**config.mk**
```make
export PLATFORM = sky130hd
export DESIGN_NAME = tri_edge_scheduler
export DESIGN_NICKNAME = d
export VERILOG_FILES = /design/src/rtl/tri_edge_scheduler.sv
export SDC_FILE = /design/constraint.sdc
export NUM_CORES = 1
export LEC_CHECK = 0
export ABC_CLOCK_PERIOD_IN_PS = 18700
export BUFFER_PORTS_ARGS = -buffer_cell sky130_fd_sc_hd__buf_2
export CORE_UTILIZATION = 55
export DETAILED_ROUTE_END_ITERATION = 12
export MAX_ROUTING_LAYER = met4
export PLACE_DENSITY = 0.76
export SYNTH_ARGS = -nofsm -noshare
export SYNTH_HDL_FRONTEND = slang
export SYNTH_SLANG_ARGS = --single-unit
```
**constraint.sdc**
```tcl
create_clock -name clk -period 18.7 [get_ports clk]
set_clock_uncertainty 0.2 [all_clocks]
set_input_delay 5.61 -clock clk [delete_from_list [all_inputs] [get_ports clk]]
set_output_delay 5.61 -clock clk [all_outputs]
set_load 0.02 [all_outputs]
```
**src/rtl/tri_edge_scheduler.sv**
```systemverilog
// -----------------------------------------------------------------------------
// tri_edge_scheduler
//
// Runs one triangle at a time through the shared edge-walker datapath.
// It accepts three (x,y,z) vertices, sorts them by ascending x with a stable
// network, and then issues the edges one after another:
//   E0 = s0->s1, E1 = s1->s2, E2 = s0->s2.
// It waits for the walker's edge_done after each edge. A watchdog aborts the
// triangle when the walker stalls in a WAIT state.
//
// Parameters
//   TIMEOUT : max cycles spent in a WAIT state before abort (0 = no watchdog)
//   CW      : coordinate width of each x, y, z component
//
// Ports
//   clk, rst                 : clock, asynchronous active-high reset
//   tri_valid / tri_ready    : triangle request handshake (ready only in IDLE)
//   v1x..v3z                 : raw vertex coordinates, sampled on accept
//   edge_valid / edge_ready  : edge command handshake to the walker
//   edge_x0,y0,z0,x1,y1,z1   : edge endpoints, edge_x0 <= edge_x1
//   edge_id                  : 0 = s0->s1, 1 = s1->s2, 2 = s0->s2
//   edge_dx, edge_vert       : x1 - x0 and (dx == 0)
//   edge_done                : walker finished the current edge (pulse)
//   busy                     : scheduler is not IDLE
//   tri_done                 : triangle completed (pulse)
//   err                      : watchdog abort (pulse)
// -----------------------------------------------------------------------------
module tri_edge_scheduler #(
    parameter int TIMEOUT = 64,
    parameter int CW      = 4
) (
    input  logic          clk,
    input  logic          rst,
    input  logic          tri_valid,
    output logic          tri_ready,
    input  logic [CW-1:0] v1x,
    input  logic [CW-1:0] v1y,
    input  logic [CW-1:0] v1z,
    input  logic [CW-1:0] v2x,
    input  logic [CW-1:0] v2y,
    input  logic [CW-1:0] v2z,
    input  logic [CW-1:0] v3x,
    input  logic [CW-1:0] v3y,
    input  logic [CW-1:0] v3z,
    output logic          edge_valid,
    input  logic          edge_ready,
    output logic [CW-1:0] edge_x0,
    output logic [CW-1:0] edge_y0,
    output logic [CW-1:0] edge_x1,
    output logic [CW-1:0] edge_y1,
    output logic [CW-1:0] edge_z0,
    output logic [CW-1:0] edge_z1,
    output logic [1:0]    edge_id,
    output logic [CW-1:0] edge_dx,
    output logic          edge_vert,
    input  logic          edge_done,
    output logic          busy,
    output logic          tri_done,
    output logic          err
);

    // The counter only has to reach TIMEOUT-1.
    localparam int CNT_W = (TIMEOUT > 1) ? $clog2(TIMEOUT) : 1;

    typedef struct packed {
        logic [CW-1:0] x;
        logic [CW-1:0] y;
        logic [CW-1:0] z;
    } vtx_t;

    typedef enum logic [2:0] {
        ST_IDLE   = 3'd0,
        ST_SORT   = 3'd1,
        ST_ISSUE0 = 3'd2,
        ST_WAIT0  = 3'd3,
        ST_ISSUE1 = 3'd4,
        ST_WAIT1  = 3'd5,
        ST_ISSUE2 = 3'd6,
        ST_WAIT2  = 3'd7
    } state_t;

    // Compare-exchange halves. A swap happens only on a strictly greater x,
    // so vertices with equal x keep their input order.
    function automatic vtx_t cx_lo(input vtx_t a, input vtx_t b);
        return (a.x > b.x) ? b : a;
    endfunction

    function automatic vtx_t cx_hi(input vtx_t a, input vtx_t b);
        return (a.x > b.x) ? a : b;
    endfunction

    state_t           r_state;
    vtx_t             r_v0, r_v1, r_v2;
    vtx_t             r_s0, r_s1, r_s2;
    logic [CNT_W-1:0] r_wd_cnt;

    logic             r_tri_ready;
    logic             r_busy;
    logic             r_tri_done;
    logic             r_err;
    logic             r_edge_valid;
    vtx_t             r_edge_a;
    vtx_t             r_edge_b;
    logic [1:0]       r_edge_id;
    logic [CW-1:0]    r_edge_dx;
    logic             r_edge_vert;

    vtx_t             w_st1_lo, w_st1_hi, w_st2_lo, w_st2_hi;
    vtx_t             w_s0, w_s1, w_s2;
    vtx_t             w_ld_a, w_ld_b;
    logic [1:0]       w_ld_id;
    logic [CW-1:0]    w_ld_dx;
    logic             w_wd_hit;

    // Three-stage stable sorting network on x: (0,1), (1,2), (0,1).
    always_comb begin
        w_st1_lo = cx_lo(r_v0, r_v1);
        w_st1_hi = cx_hi(r_v0, r_v1);
        w_st2_lo = cx_lo(w_st1_hi, r_v2);
        w_st2_hi = cx_hi(w_st1_hi, r_v2);
        w_s0     = cx_lo(w_st1_lo, w_st2_lo);
        w_s1     = cx_hi(w_st1_lo, w_st2_lo);
        w_s2     = w_st2_hi;
    end

    // Select the payload of the edge that is loaded when leaving this state.
    // In SORT, the sorted vertices come straight from the network.
    always_comb begin
        w_ld_a  = r_s0;
        w_ld_b  = r_s1;
        w_ld_id = 2'd0;
        case (r_state)
            ST_SORT: begin
                w_ld_a  = w_s0;
                w_ld_b  = w_s1;
                w_ld_id = 2'd0;
            end
            ST_WAIT0: begin
                w_ld_a  = r_s1;
                w_ld_b  = r_s2;
                w_ld_id = 2'd1;
            end
            ST_WAIT1: begin
                w_ld_a  = r_s0;
                w_ld_b  = r_s2;
                w_ld_id = 2'd2;
            end
            default: begin
                w_ld_a  = r_s0;
                w_ld_b  = r_s1;
                w_ld_id = 2'd0;
            end
        endcase
        // The sort guarantees b.x >= a.x, so the result is never negative.
        w_ld_dx = w_ld_b.x - w_ld_a.x;
    end

    // Watchdog expiry in the current WAIT cycle.
    always_comb begin
        if (TIMEOUT != 32'sd0) begin
            w_wd_hit = (r_wd_cnt == CNT_W'(TIMEOUT - 32'sd1));
        end else begin
            w_wd_hit = 1'b0;
        end
    end

    // Scheduler FSM with registered outputs and payload.
    always_ff @(posedge clk or posedge rst) begin
        if (rst) begin
            r_state      <= ST_IDLE;
            r_v0         <= '{x: {CW{1'b0}}, y: {CW{1'b0}}, z: {CW{1'b0}}};
            r_v1         <= '{x: {CW{1'b0}}, y: {CW{1'b0}}, z: {CW{1'b0}}};
            r_v2         <= '{x: {CW{1'b0}}, y: {CW{1'b0}}, z: {CW{1'b0}}};
            r_s0         <= '{x: {CW{1'b0}}, y: {CW{1'b0}}, z: {CW{1'b0}}};
            r_s1         <= '{x: {CW{1'b0}}, y: {CW{1'b0}}, z: {CW{1'b0}}};
            r_s2         <= '{x: {CW{1'b0}}, y: {CW{1'b0}}, z: {CW{1'b0}}};
            r_wd_cnt     <= {CNT_W{1'b0}};
            r_tri_ready  <= 1'b1;
            r_busy       <= 1'b0;
            r_tri_done   <= 1'b0;
            r_err        <= 1'b0;
            r_edge_valid <= 1'b0;
            r_edge_a     <= '{x: {CW{1'b0}}, y: {CW{1'b0}}, z: {CW{1'b0}}};
            r_edge_b     <= '{x: {CW{1'b0}}, y: {CW{1'b0}}, z: {CW{1'b0}}};
            r_edge_id    <= 2'd0;
            r_edge_dx    <= {CW{1'b0}};
            r_edge_vert  <= 1'b0;
        end else begin
            r_tri_done <= 1'b0;
            r_err      <= 1'b0;
            case (r_state)
                ST_IDLE: begin
                    if (tri_valid && r_tri_ready) begin
                        r_v0        <= '{x: v1x, y: v1y, z: v1z};
                        r_v1        <= '{x: v2x, y: v2y, z: v2z};
                        r_v2        <= '{x: v3x, y: v3y, z: v3z};
                        r_tri_ready <= 1'b0;
                        r_busy      <= 1'b1;
                        r_state     <= ST_SORT;
                    end
                end
                ST_SORT: begin
                    r_s0         <= w_s0;
                    r_s1         <= w_s1;
                    r_s2         <= w_s2;
                    r_edge_a     <= w_ld_a;
                    r_edge_b     <= w_ld_b;
                    r_edge_id    <= w_ld_id;
                    r_edge_dx    <= w_ld_dx;
                    r_edge_vert  <= (w_ld_dx == {CW{1'b0}});
                    r_edge_valid <= 1'b1;
                    r_state      <= ST_ISSUE0;
                end
                ST_ISSUE0: begin
                    if (edge_ready) begin
                        r_edge_valid <= 1'b0;
                        r_wd_cnt     <= {CNT_W{1'b0}};
                        r_state      <= ST_WAIT0;
                    end
                end
                ST_ISSUE1: begin
                    if (edge_ready) begin
                        r_edge_valid <= 1'b0;
                        r_wd_cnt     <= {CNT_W{1'b0}};
                        r_state      <= ST_WAIT1;
                    end
                end
                ST_ISSUE2: begin
                    if (edge_ready) begin
                        r_edge_valid <= 1'b0;
                        r_wd_cnt     <= {CNT_W{1'b0}};
                        r_state      <= ST_WAIT2;
                    end
                end
                ST_WAIT0, ST_WAIT1, ST_WAIT2: begin
                    // edge_done beats a simultaneous watchdog expiry.
                    if (edge_done) begin
                        if (r_state == ST_WAIT2) begin
                            r_tri_done  <= 1'b1;
                            r_tri_ready <= 1'b1;
                            r_busy      <= 1'b0;
                            r_state     <= ST_IDLE;
                        end else begin
                            r_edge_a     <= w_ld_a;
                            r_edge_b     <= w_ld_b;
                            r_edge_id    <= w_ld_id;
                            r_edge_dx    <= w_ld_dx;
                            r_edge_vert  <= (w_ld_dx == {CW{1'b0}});
                            r_edge_valid <= 1'b1;
                            r_state      <= (r_state == ST_WAIT0) ? ST_ISSUE1 : ST_ISSUE2;
                        end
                    end else if (w_wd_hit) begin
                        r_err       <= 1'b1;
                        r_tri_ready <= 1'b1;
                        r_busy      <= 1'b0;
                        r_state     <= ST_IDLE;
                    end else begin
                        r_wd_cnt <= r_wd_cnt + CNT_W'(1);
                    end
                end
                default: begin
                    r_edge_valid <= 1'b0;
                    r_tri_ready  <= 1'b1;
                    r_busy       <= 1'b0;
                    r_state      <= ST_IDLE;
                end
            endcase
        end
    end

    assign tri_ready  = r_tri_ready;
    assign busy       = r_busy;
    assign tri_done   = r_tri_done;
    assign err        = r_err;
    assign edge_valid = r_edge_valid;
    assign edge_x0    = r_edge_a.x;
    assign edge_y0    = r_edge_a.y;
    assign edge_z0    = r_edge_a.z;
    assign edge_x1    = r_edge_b.x;
    assign edge_y1    = r_edge_b.y;
    assign edge_z1    = r_edge_b.z;
    assign edge_id    = r_edge_id;
    assign edge_dx    = r_edge_dx;
    assign edge_vert  = r_edge_vert;

endmodule

```
# Yosys cells after proc, flatten, opt, wreduce, memory -nomap -nowiden
# Cells that the tools add are included.
totals:
  in_bits: 41
  reg_bits: 117
  elab_cells: 131
  output_inout_bits: 36
op_classes:
  n_lt_le_gt_ge: 3
  n_eq_ne: 19
  addsub: 2
  n_reduce_logical: 16
  mux: 57
op_table:
  columns: ["cell", "count"]
  rows:
  - ["$mux 12", 10]
  - ["$pmux 12 s2", 4]
  - ["$mux 3", 7]
  - ["$mux 1", 19]
  - ["$mux 6", 3]
  - ["$pmux 3 s6", 1]
  - ["$ne 2x2->1 const B", 8]
  - ["$eq 3x3->1 const B", 4]
  - ["$gt 4x4->1", 3]
  - ["$pmux 6 s2", 1]
  - ["$reduce_and 4->1", 3]
  - ["$mux 4", 2]
  - ["$pmux 2 s2", 2]
  - ["$pmux 4 s2", 1]
  - ["$add 6x1->6 const B", 1]
  - ["$eq 3x2->1 const B", 2]
  - ["$eq 6x6->1 const B", 1]
  - ["$mux 2", 3]
  - ["$ne 3x3->1 const B", 2]
  - ["$pmux 1 s2", 3]
  - ["$reduce_bool 2->1", 3]
  - ["$reduce_or 3->1", 2]
  - ["$reduce_and 5->1", 1]
  - ["$logic_not 4->1", 1]
  - ["10 further kinds", 10]

# Longest topological paths before layout
depth:
  depth_word: 12
  mapped_depth: 33
  mapped_depth_nobuf: 29

# Least setup slack after synthesis
# No wires, ideal clock.
synth_path:
  kind: "input to register"
  start: "input edge_done"
  end: "register r_edge_dx[1] (netlist: edge_dx[1])"
  cell_stages: 5
  arrival_ps: 6814
  setup_ps: 125
  t_required_ps: 18375
  path_buffers: 2
  setup_slack_ps: 11561
  cell_sequence: "clkbuf_1 -> nand2b_1 -> nand3_1 -> clkbuf_1 -> mux2_2"
synth_via:
  elab_chain_cells: 2
synth_lines:
  columns: ["element", "line_no", "text"]
  rows:
  - ["from (decl)", "56", "input logic edge_done,"]
  - ["$ne 2x2->1 (no line)", null, null]
  - ["$reduce_and 3->1 (no line)", null, null]
  - ["to (signal assigned)", "186", "r_edge_dx <= {CW{1'b0}};"]
  - ["to (signal assigned)", "209", "r_edge_dx <= w_ld_dx;"]
  - ["to (signal assigned)", "247", "r_edge_dx <= w_ld_dx;"]
  - ["to (decl)", "105", "logic [CW-1:0] r_edge_dx;"]
# Every way passes these cells.
# A chain may end at the register's enable or synchronous reset.

# Worst setup path after layout
layout_path:
  start: "input edge_done"
  end: "register r_edge_vert (netlist: edge_vert)"
layout_via:
  elab_chain_cells: 2
layout_lines:
  columns: ["element", "line_no", "text"]
  rows:
  - ["$ne 2x2->1 (no line)", null, null]
  - ["$reduce_and 3->1 (no line)", null, null]
  - ["to (signal assigned)", "210", "r_edge_vert <= (w_ld_dx == {CW{1'b0}});"]
  - ["to (signal assigned)", "248", "r_edge_vert <= (w_ld_dx == {CW{1'b0}});"]
  - ["to (decl)", "106", "logic r_edge_vert;"]
# Every way passes these cells.

==> impl_metrics.tcl <==
set metrics [dict create \
    synth_edf_count 0 \
    path_class "in2reg" \
    place_ws_ns 11.00 \
    synthFlopType "dfrtp_1" \
    ios 77 \
    whs_ns 0.2711 \
    cts_buffers 17 \
    yosysUniqueCellTypes 57 \
    wirelength_mm 13.38 \
    worstPathRequired_ns 18.95 \
    grt_max_degree 68 \
    max_slew.worst_pin.slew_ns 1.032 \
    cp_common_cell "nand2_1" \
    dr.pass1.iters 7 \
    dpl_cell_area_sq_um 6457 \
    clk_latency_ns 0.52 \
    fin_nets 734 \
    yosysWarnings 0 \
    worst_slack_ns 11.49 \
    cts_setup_buffers 0 \
    async_flop_share_pct 100.0 \
    drv_slew 0 \
    critical_path.cell_chain "buf_2, nand2_1, nand2_1, nand3_2, nor4bb_1, a22o_1" \
    synth_top_cell_by_area "dfrtp_1" \
    wl_per_cell_um 16.22 \
    cts.htree.levels 4 \
    cts_sinks 117 \
    grt_pass1_vias 4574 \
    finalInstanceArea_sq_um 7029 \
    antenna_found_initial 0 \
    relSlewSlack_pct 31.13 \
    clk_pin_slew_ns 0.06 \
    holdBufCountCts 0 \
    setup_violations 0 \
    start_util_pct 57.41 \
    setup.worst_path.end_class "flip-flop" \
    num_vias 4749 \
    grt_usage_pct 26.42 \
    fin_crit_ns 7.205 \
    drc_errors 0 \
    layout-drive-gt1-share_pct 25.98 \
    rsz0062_at_grt "no" \
    ant_nets 0 \
    first_iter_violations 284 \
    cp_slowest_cell "nand3_2" \
    synth_seq_cells 117 \
    cts_resized 0 \
    postSynthCellCount 612 \
    cap_violations 0 \
    syn_area_sq_um 6007 \
    die_w_um 106.5 \
    antenna_cells 0 \
    cts_tree "yes" \
    dp.final_hpwl_mm 9.260 \
    vias_per_cell 5.756 \
    outcome "finished clean" \
    synth_common_cells "116 x dfrtp_1, 105 x nand2_1, 65 x o21ai_0" \
    hold_viol_final 0 \
    fp.dieH_um 106.5 \
    timing.final.crit_share_pct 38.53 \
    cts_buffer_depth 2 \
    fin_tns_setup_ns 0 \
    synth.top_cell.area_share_pct 48.32 \
    globalplace.congestion 0.8747 \
    rows 37 \
    dieArea_sq_um 11340 \
    clock.fmax_mhz 138.8 \
    ctsRootBufferMaster "clkbuf_8" \
    core_sq_um 10460 \
    yosysMostFrequentCell "dfrtp_1" \
    grt_pass1_wl_mm 22.84 \
    portBuffers 76 \
    cp.arrival_ns 7.46 \
    yosys-top-cells-area "dfrtp_1 48%, mux2_2 7.3%, nand2_1 6.6%" \
    seq_area_frac_synth_pct 48.76 \
    path_max_fanout 54 \
    cp-start-kind "input pin" \
    gr-total-overflow 0 \
    area_growth_pct 17.02 \
    avgSynthCellArea_sq_um 9.815 \
    cpPeakStageDelay_ns 0.71 \
    syn_nets 670 \
    min_path_type "reg2reg" \
]
stage by stage:
step,utilization (%),cells
2_1_floorplan,-,612
3_3_place_gp,61.72,793
3_5_place_dp,61.72,793
4_1_cts,67.18,825
5_1_grt,67.18,825
6_report,67.18,825
placed cells by master, fill, tap and decap left out, types with 7 or more instances in the layout:
master	instances
dfrtp_1	116
nand2_1	105
buf_2	76
o21ai_0	65
a21oi_1	43
nor2_1	43
mux2_2	39
mux2i_1	19
inv_1	17
ha_1	16
clkbuf_16	16
a21o_1	10
o221a_2	8
o221ai_1	8
o2bb2ai_1	8
o211ai_1	7
clkinv_2	7
logic make-up (layout without fill, tap and decap cells):
group	Yosys count	count (layout)	share of synthesized area, %
muxes	59	59	10.85
adders and majority gates	17	17	3.666
AOI/OAI and AO/OA	179	179	19.33
DFF	117	117	48.76
buffers and inverters	55	132	3.707
xor gates and xnor gates	8	8	1.166
and+or+nand+nor	177	177	12.52
layout make-up:
class / instances / area (sq um)
inverters: 19 / 73.82
repair buffers: 81 / 417.9
clock buffers: 21 / 439.2
flip-flops and latches: 117 / 2929
well taps: 136 / 170.2
clock inverters: 11 / 132.6
fillers: 835 / 3433
multi-input cells: 440 / 2867
flip-flops by register name, indices dropped and copies added, names as in the netlist, 6 cells and up:
| register | cells |
|---|---|
| r_v1 | 12 |
| r_v2 | 12 |
| r_s0 | 12 |
| r_s1 | 12 |
| r_wd_cnt | 6 |
| r_s2 | 12 |
| r_v0 | 12 |
critical path, delay by kind of cell:
| kind | cells | cell delay, ns |
|---|---|---|
| AOI/OAI and AO/OA | 1 | 0.18 |
| and+or+nand+nor | 4 | 1.47 |
| buffers and inverters | 1 | 0.18 |
path summary, 6_finish.rpt:
kind / start / end / slack, ns / cells past startpoint
min in group asynchronous: rst / busy$_DFFE_PP0P_ / 4.96 / 2
hold / removal: edge_y1[3]$_DFFE_PP0P_ / edge_y1[3]$_DFFE_PP0P_ / 0.27 / 2
setup reg to reg: r_v1[11]$_DFFE_PP0P_ / edge_vert$_DFFE_PP0P_ / 11.76 / 24
setup / recovery: edge_done / edge_vert$_DFFE_PP0P_ / 11.49 / 6
hold reg to reg: edge_y1[3]$_DFFE_PP0P_ / edge_y1[3]$_DFFE_PP0P_ / 0.27 / 2
max in group asynchronous: rst / r_v2[11]$_DFFE_PP0P_ / 12.08 / 3
routing by layer:
metal	share of wire [%]	up-vias	track usage (%)
met3	5.7	17	6.009
met2	45	163	38.59
met1	48	2296	37.48
li1	-	2273	-
met4	1.1	0	6.751
met5	0	-	-
Power is left out: the tool's default activity adds up to more than one toggle a clock period on the data nets, which glitch-free logic cannot reach.
